===== config.mk =====
export PLATFORM = sky130hd
export DESIGN_NAME = simon_datapath_1
export DESIGN_NICKNAME = d
export VERILOG_FILES = /design/src/rtl/simon_pkg.sv /design/src/rtl/simon_key_expand.sv /design/src/rtl/simon_datapath_1.sv
export SDC_FILE = /design/constraint.sdc
export NUM_CORES = 2
export LEC_CHECK = 0
export CORE_ASPECT_RATIO = 0.75
export CORE_MARGIN = 3
export CORE_UTILIZATION = 55
export CTS_CLUSTER_DIAMETER = 50
export DETAILED_ROUTE_END_ITERATION = 8
export MAX_ROUTING_LAYER = met4
export PLACE_DENSITY = 0.73
export SETUP_SLACK_MARGIN = 0.5
export SYNTH_ARGS = -nofsm -noshare
export SYNTH_HDL_FRONTEND = slang
export SYNTH_SLANG_ARGS = --single-unit

===== constraint.sdc =====
create_clock -name clk -period 6.08 [get_ports clk]
set_input_delay 1.824 -clock clk [delete_from_list [all_inputs] [get_ports clk]]
set_output_delay 1.824 -clock clk [all_outputs]
set_load 0.01 [all_outputs]

===== src/rtl/simon_pkg.sv =====
// Shared constants and word helpers for the SIMON 32/64 datapath and key schedule.
package simon_pkg;

  localparam int N_DEF = 16;
  localparam int M_DEF = 4;
  localparam int T_DEF = 32;
  localparam int WMAX  = 64;

  // z0 stored LSB-first: bit j is the j-th element of the z0 sequence.
  localparam logic [61:0] Z0 = 62'h19C3522FB386A45F;

  function automatic logic [WMAX-1:0] rol(input logic [WMAX-1:0] v, input int s, input int w);
    logic [WMAX-1:0] m;
    m = (WMAX'(1) << w) - WMAX'(1);
    return ((v << s) | (v >> (w - s))) & m;
  endfunction

  function automatic logic [WMAX-1:0] ror(input logic [WMAX-1:0] v, input int s, input int w);
    return rol(v, w - s, w);
  endfunction

  function automatic logic [WMAX-1:0] f(input logic [WMAX-1:0] v, input int w);
    return (rol(v, 1, w) & rol(v, 8, w)) ^ rol(v, 2, w);
  endfunction

endpackage


===== src/rtl/simon_key_expand.sv =====
// Combinational SIMON key schedule step: derives rk[i] from rk[i-1], rk[i-3], rk[i-M].
module simon_key_expand
  import simon_pkg::*;
#(
  parameter int N = N_DEF,
  parameter int M = M_DEF
) (
  input  logic [N-1:0] rkPrev_i,
  input  logic [N-1:0] rkPrev3_i,
  input  logic [N-1:0] rkPrevM_i,
  input  logic         zBit_i,
  output logic [N-1:0] rkNext_o
);

  function automatic logic [N-1:0] expandWord(input logic [N-1:0] p1, input logic [N-1:0] p3,
                                              input logic [N-1:0] pm, input logic z);
    logic [WMAX-1:0] t;
    t = ror(WMAX'(p1), 3, N);
    if (M == 4) t = t ^ WMAX'(p3);
    t = t ^ ror(t, 1, N);
    return ~pm ^ t[N-1:0] ^ N'(z) ^ N'(3);
  endfunction

  always_comb begin
    rkNext_o = expandWord(rkPrev_i, rkPrev3_i, rkPrevM_i, zBit_i);
  end

endmodule


===== src/rtl/simon_datapath_1.sv =====
// SIMON round datapath with round-key store; one round per cycle under controller strobes.
// Define SIMON_DEC_EN to enable the decrypt round (enc_dec=1); otherwise every round encrypts.
module simon_datapath_1
  import simon_pkg::*;
#(
  parameter int N = N_DEF,
  parameter int M = M_DEF,
  parameter int T = T_DEF
) (
  input  logic           clk,
  input  logic           nReset,
  input  logic           enc_dec,
  input  logic [5:0]     count,
  input  logic           kLd,
  input  logic           kExp,
  input  logic           pLd,
  input  logic           rEn,
  input  logic [2*N-1:0] plain,
  input  logic [M*N-1:0] key,
  output logic [2*N-1:0] cipher,
  output logic           oValid
);

  localparam int IW = (T > 1) ? $clog2(T) : 1;

  logic [N-1:0]  rk_q [T];
  logic [N-1:0]  x_q, y_q, x_d, y_d;
  logic          valid_q, valid_d;
  logic [IW-1:0] idx;
  logic          inRange, expOk, blockLd, roundEn, decRound;
  logic [5:0]    zRaw, zIdx;
  logic [N-1:0]  keyNext, rkCur;

  function automatic logic [N-1:0] fN(input logic [N-1:0] v);
    logic [WMAX-1:0] w;
    w = f(WMAX'(v), N);
    return w[N-1:0];
  endfunction

  assign idx     = count[IW-1:0];
  assign inRange = int'(count) < T;
  assign rkCur   = rk_q[idx];

  // kLd outranks kExp, but a block load alongside a key load still lands.
  assign expOk   = kExp && !kLd && inRange && (int'(count) >= M);
  assign blockLd = pLd && (kLd || !kExp);
  assign roundEn = rEn && !kLd && !kExp && !pLd && inRange;

`ifdef SIMON_DEC_EN
  assign decRound = enc_dec;
`else
  logic unusedEncDec;
  assign unusedEncDec = enc_dec;
  assign decRound     = 1'b0;
`endif

  assign zRaw = count - 6'(M);
  assign zIdx = (zRaw >= 6'd62) ? zRaw - 6'd62 : zRaw;

  simon_key_expand #(.N(N), .M(M)) u_keyExpand (
    .rkPrev_i  (rk_q[idx - IW'(1)]),
    .rkPrev3_i (rk_q[idx - IW'(3)]),
    .rkPrevM_i (rk_q[idx - IW'(M)]),
    .zBit_i    (Z0[zIdx]),
    .rkNext_o  (keyNext)
  );

  always_comb begin
    x_d     = x_q;
    y_d     = y_q;
    valid_d = valid_q;
    if (blockLd) begin
      x_d     = plain[2*N-1:N];
      y_d     = plain[N-1:0];
      valid_d = 1'b0;
    end else if (roundEn) begin
      if (decRound) begin
        y_d = x_q ^ fN(y_q) ^ rkCur;
        x_d = y_q;
        if (count == 6'd0) valid_d = 1'b1;
      end else begin
        x_d = y_q ^ fN(x_q) ^ rkCur;
        y_d = x_q;
        if (int'(count) == T - 1) valid_d = 1'b1;
      end
    end
  end

  always_ff @(posedge clk or negedge nReset) begin
    if (!nReset) begin
      x_q     <= '0;
      y_q     <= '0;
      valid_q <= 1'b0;
      for (int i = 0; i < T; i++) rk_q[i] <= '0;
    end else begin
      x_q     <= x_d;
      y_q     <= y_d;
      valid_q <= valid_d;
      if (kLd) begin
        for (int i = 0; i < M; i++) rk_q[i] <= key[i*N +: N];
      end else if (expOk) begin
        rk_q[idx] <= keyNext;
      end
    end
  end

  assign cipher = {x_q, y_q};
  assign oValid = valid_q;

endmodule

==> results.md <==
- Largest net degree at the start of global routing: 114
- Worst setup margin: 0.7546 ns
- Slowest CP cell: ha_4
- Cts hold-fix bufs: 0
- Minimum clock period: 5.325 ns
- Area contributors post-synth: dfrtp_1 40%, mux4_2 29%, o21ai_0 7.7%
- Pwr dens: 374.5 nW/µm²
- Post-Place Setup Slack: 0.3048 ns
- Root Buffer Master: clkbuf_16
- Worst hold margin: 0.5152 ns
- Commonest non-fill, non-tap cell in the layout: nand2_1
- Reg2reg end: rk_q[480]
- Peak VDD IR: 0.2750 mV
- P_leak: 15.79 nW
- Vias/cell: 7.252
- Syn Area/Cell: 11.37 µm²
- Nets: 3172
- Leading area contributor after synthesis: dfrtp_1
- Tot GR Track Use: 38.53%
- Sequential cell area fraction in the yosys report: about two fifths
- Number of primary I/O pins: 142
- CP Launch Type: input pin
- TritonCTS Buffers: 56
- Setup CP Type: in -> reg
- Worst Path Required: around 6.6 ns
- Ys async rst share: 100.0%
- Number of flops mapped to enable cells by yosys: 0
- Commonest cells after routing, fill and taps aside: 655 x nand2_1, 545 x dfrtp_1, 530 x o21ai_0, 435 x mux4_2, 135 x clkdlybuf4s50_1
- Crit path arrival time: 5.81 ns
- Hold crit path type: reg -> reg
- Synth warn: 0
- Final count of hold timing violations: 0
- Iter 0 DRT Violations: 4054
- Layout area overhead: 13.51%
- Via count: 28274
- Initial Util: ~56%
- Core area: 61090 µm²
- Hold Crit Depth: 2
- # DRC: 0
- Final clock skew: 0.03375 ns
- Crit path max fanout: 20
- Reg clk slew, reported paths: about 0.06 ns
- Row count: approximately 80
- Clock Latency Late Sink: 0.64 ns
- Yosys cell types: 51
- Final cycle utilization of the critical path: between 80% and 90%
- Die area: 65490 µm²
- Netlist Area Pre-Place: 34330 µm²
- DRT Pass-1 Iters: 6
- Worst Hold Path EP: oValid
- Post-Route Setup TNS: 0 ns
- CTS tree: done
- FF+latch count, synth: 545
- Crit path largest cell delay: 0.62 ns
- Clk sinks: 545
- Die span in x: 294.5 µm
- Synthesized net count: between 3000 and 4000
- Final setup violation count: 0
- DR WL/cell: ~31 µm
- Slew HR: a little under a third
- Top_reg_cell synth: dfrtp_1
- HPWL Detailed: 82200 µm
- Grt total ovfl: 0
- Die H: 222.4 µm
- Worst path cell trace: buf_8 > clkinv_2 > ha_4 > buf_12 > buf_4 > mux4_2 > nand2_1 > nand3_1 > a31oi_1 > xnor2_1 > xor2_1 > xnor2_2 > buf_4 > o21ai_0
- Vias in the first global route: 27588
- Max Buffers Root-to-Sink: 3
- Outcome: completed
- H-tree depth: 2
- Final Core Density: between 60% and 70%
- Number of max-cap violations: 0
- Worst Tran Pin Value: 1.027 ns
- Fmax: between 150 and 200 MHz
- Final-report max-slew violation count: 0
- Reg2Reg Depth: 8
- Post-synthesis cell count: ~3000
- Post-CTS resize count: 0
- Buffers on Ports: 140
- Post-route cell area: 38970 µm²
- Share of the synthesized area in the top cell type: 39.72%
- Initial antenna violation count: 8
- Reg-to-reg critical path startpoint: rk_q[497]
- Detail Route Antenna Nets: 0
- Setup repair bufs after CTS: 0
- RSZ-0062 raised after global routing: no
- Final RePlAce weighted congestion: 0.9947
- Total wire length: ~120000 µm
- HP Start: oValid
- CP Capture Type: register
- Share of cells above drive strength 1: 23.56%
- DP Area: 37060 µm²
- Flop2flop setup slack: 2.68 ns
- Global-route wire length before repair: 180900 µm
- CP most frequent cell: buf_4
==> flip-flops by register name (all words and copies together), names as in the netlist <==
register  flops
oValid        1
rk_q        512
x_q          16
y_q          16
==> layout make-up <==
class / instances / area (µm²)
sequential: 545 / 13640
tap: 800 / 1001
clock inverter: 25 / 305.3
multi-input combinational: 2157 / 19490
inverter: 7 / 27.53
fill: 4568 / 22130
timing repair buffer: 281 / 2899
clock buffer: 75 / 1585
antenna: 9 / 22.52
==> cells by family after synthesis <==
logic type	share of synthesized area, %
XOR/XNOR	2.814
adder cells (fa/ha/maj)	0.5467
AO/OA/AOI/OAI	12.82
AND/OR/NAND/NOR	8.940
flip-flops	39.72
multiplexers	30.85
buffers and inverters	4.304
==> worst max-delay path by stage <==
stage	from	depth (start not counted)	end	slack, ns
after floorplan	count[0]	17	rk_q[124]	0.50
after global placement	count[0]	14	rk_q[459]	0.37
after detailed placement	count[0]	14	rk_q[507]	0.30
after CTS	count[0]	14	rk_q[443]	0.94
after global routing	count[3]	15	rk_q[480]	0.72
final	count[0]	14	rk_q[443]	0.75
==> metal layers <==
layer  GRT usage (%)  routed length, µm  vias up  share of wire, %
met2           49.25              49560     2328                41
met5               -                  0        -                 0
met4           14.22               5368        0               4.4
met3           23.46              23680      356                19
met1           49.70              43330    14183                36
li1                -                  -    11407                 -
==> synth_stat cells (16+ instances only) <==
library cell  number
nand2_1          655
dfrtp_1          545
o21ai_0          531
mux4_2           435
clkbuf_1         217
a22oi_1           96
xnor2_1           70
mux2i_1           61
buf_2             53
nand3_1           46
xor2_1            34
a21oi_1           30
nor2_1            21
and3_1            20
o21ai_2           20
buf_4             19
a221oi_1          16
a22o_1            16
a31oi_1           16
==> critical path: cells and delay by family <==
kind / cells / cell delay, ns
buffers and inverters: 5 / 1.08
xor gates and xnor gates: 3 / 0.70
AOI/OAI and AO/OA: 2 / 0.65
adders and majority gates: 1 / 0.62
muxes: 1 / 0.51
and+or+nand+nor: 2 / 0.41
==> where the power goes <==
part	internal (W)	total (W)	switching, W
clock	0.00208	0.00364	0.00155
sequential	0.00432	0.00514	0.000820
combinational	0.00252	0.00582	0.00330
total	0.00892	0.0146	0.00567
==> per-stage QoR <==
step / power, W / cells
floorplan: 0.008370 / 3019
global placement: 0.01051 / 3790
detailed placement: 0.01074 / 3790
CTS: 0.01438 / 3890
global route: 0.01514 / 3899
finish: 0.01460 / 3899
No activity file was read; power rests on OpenSTA's default activity.
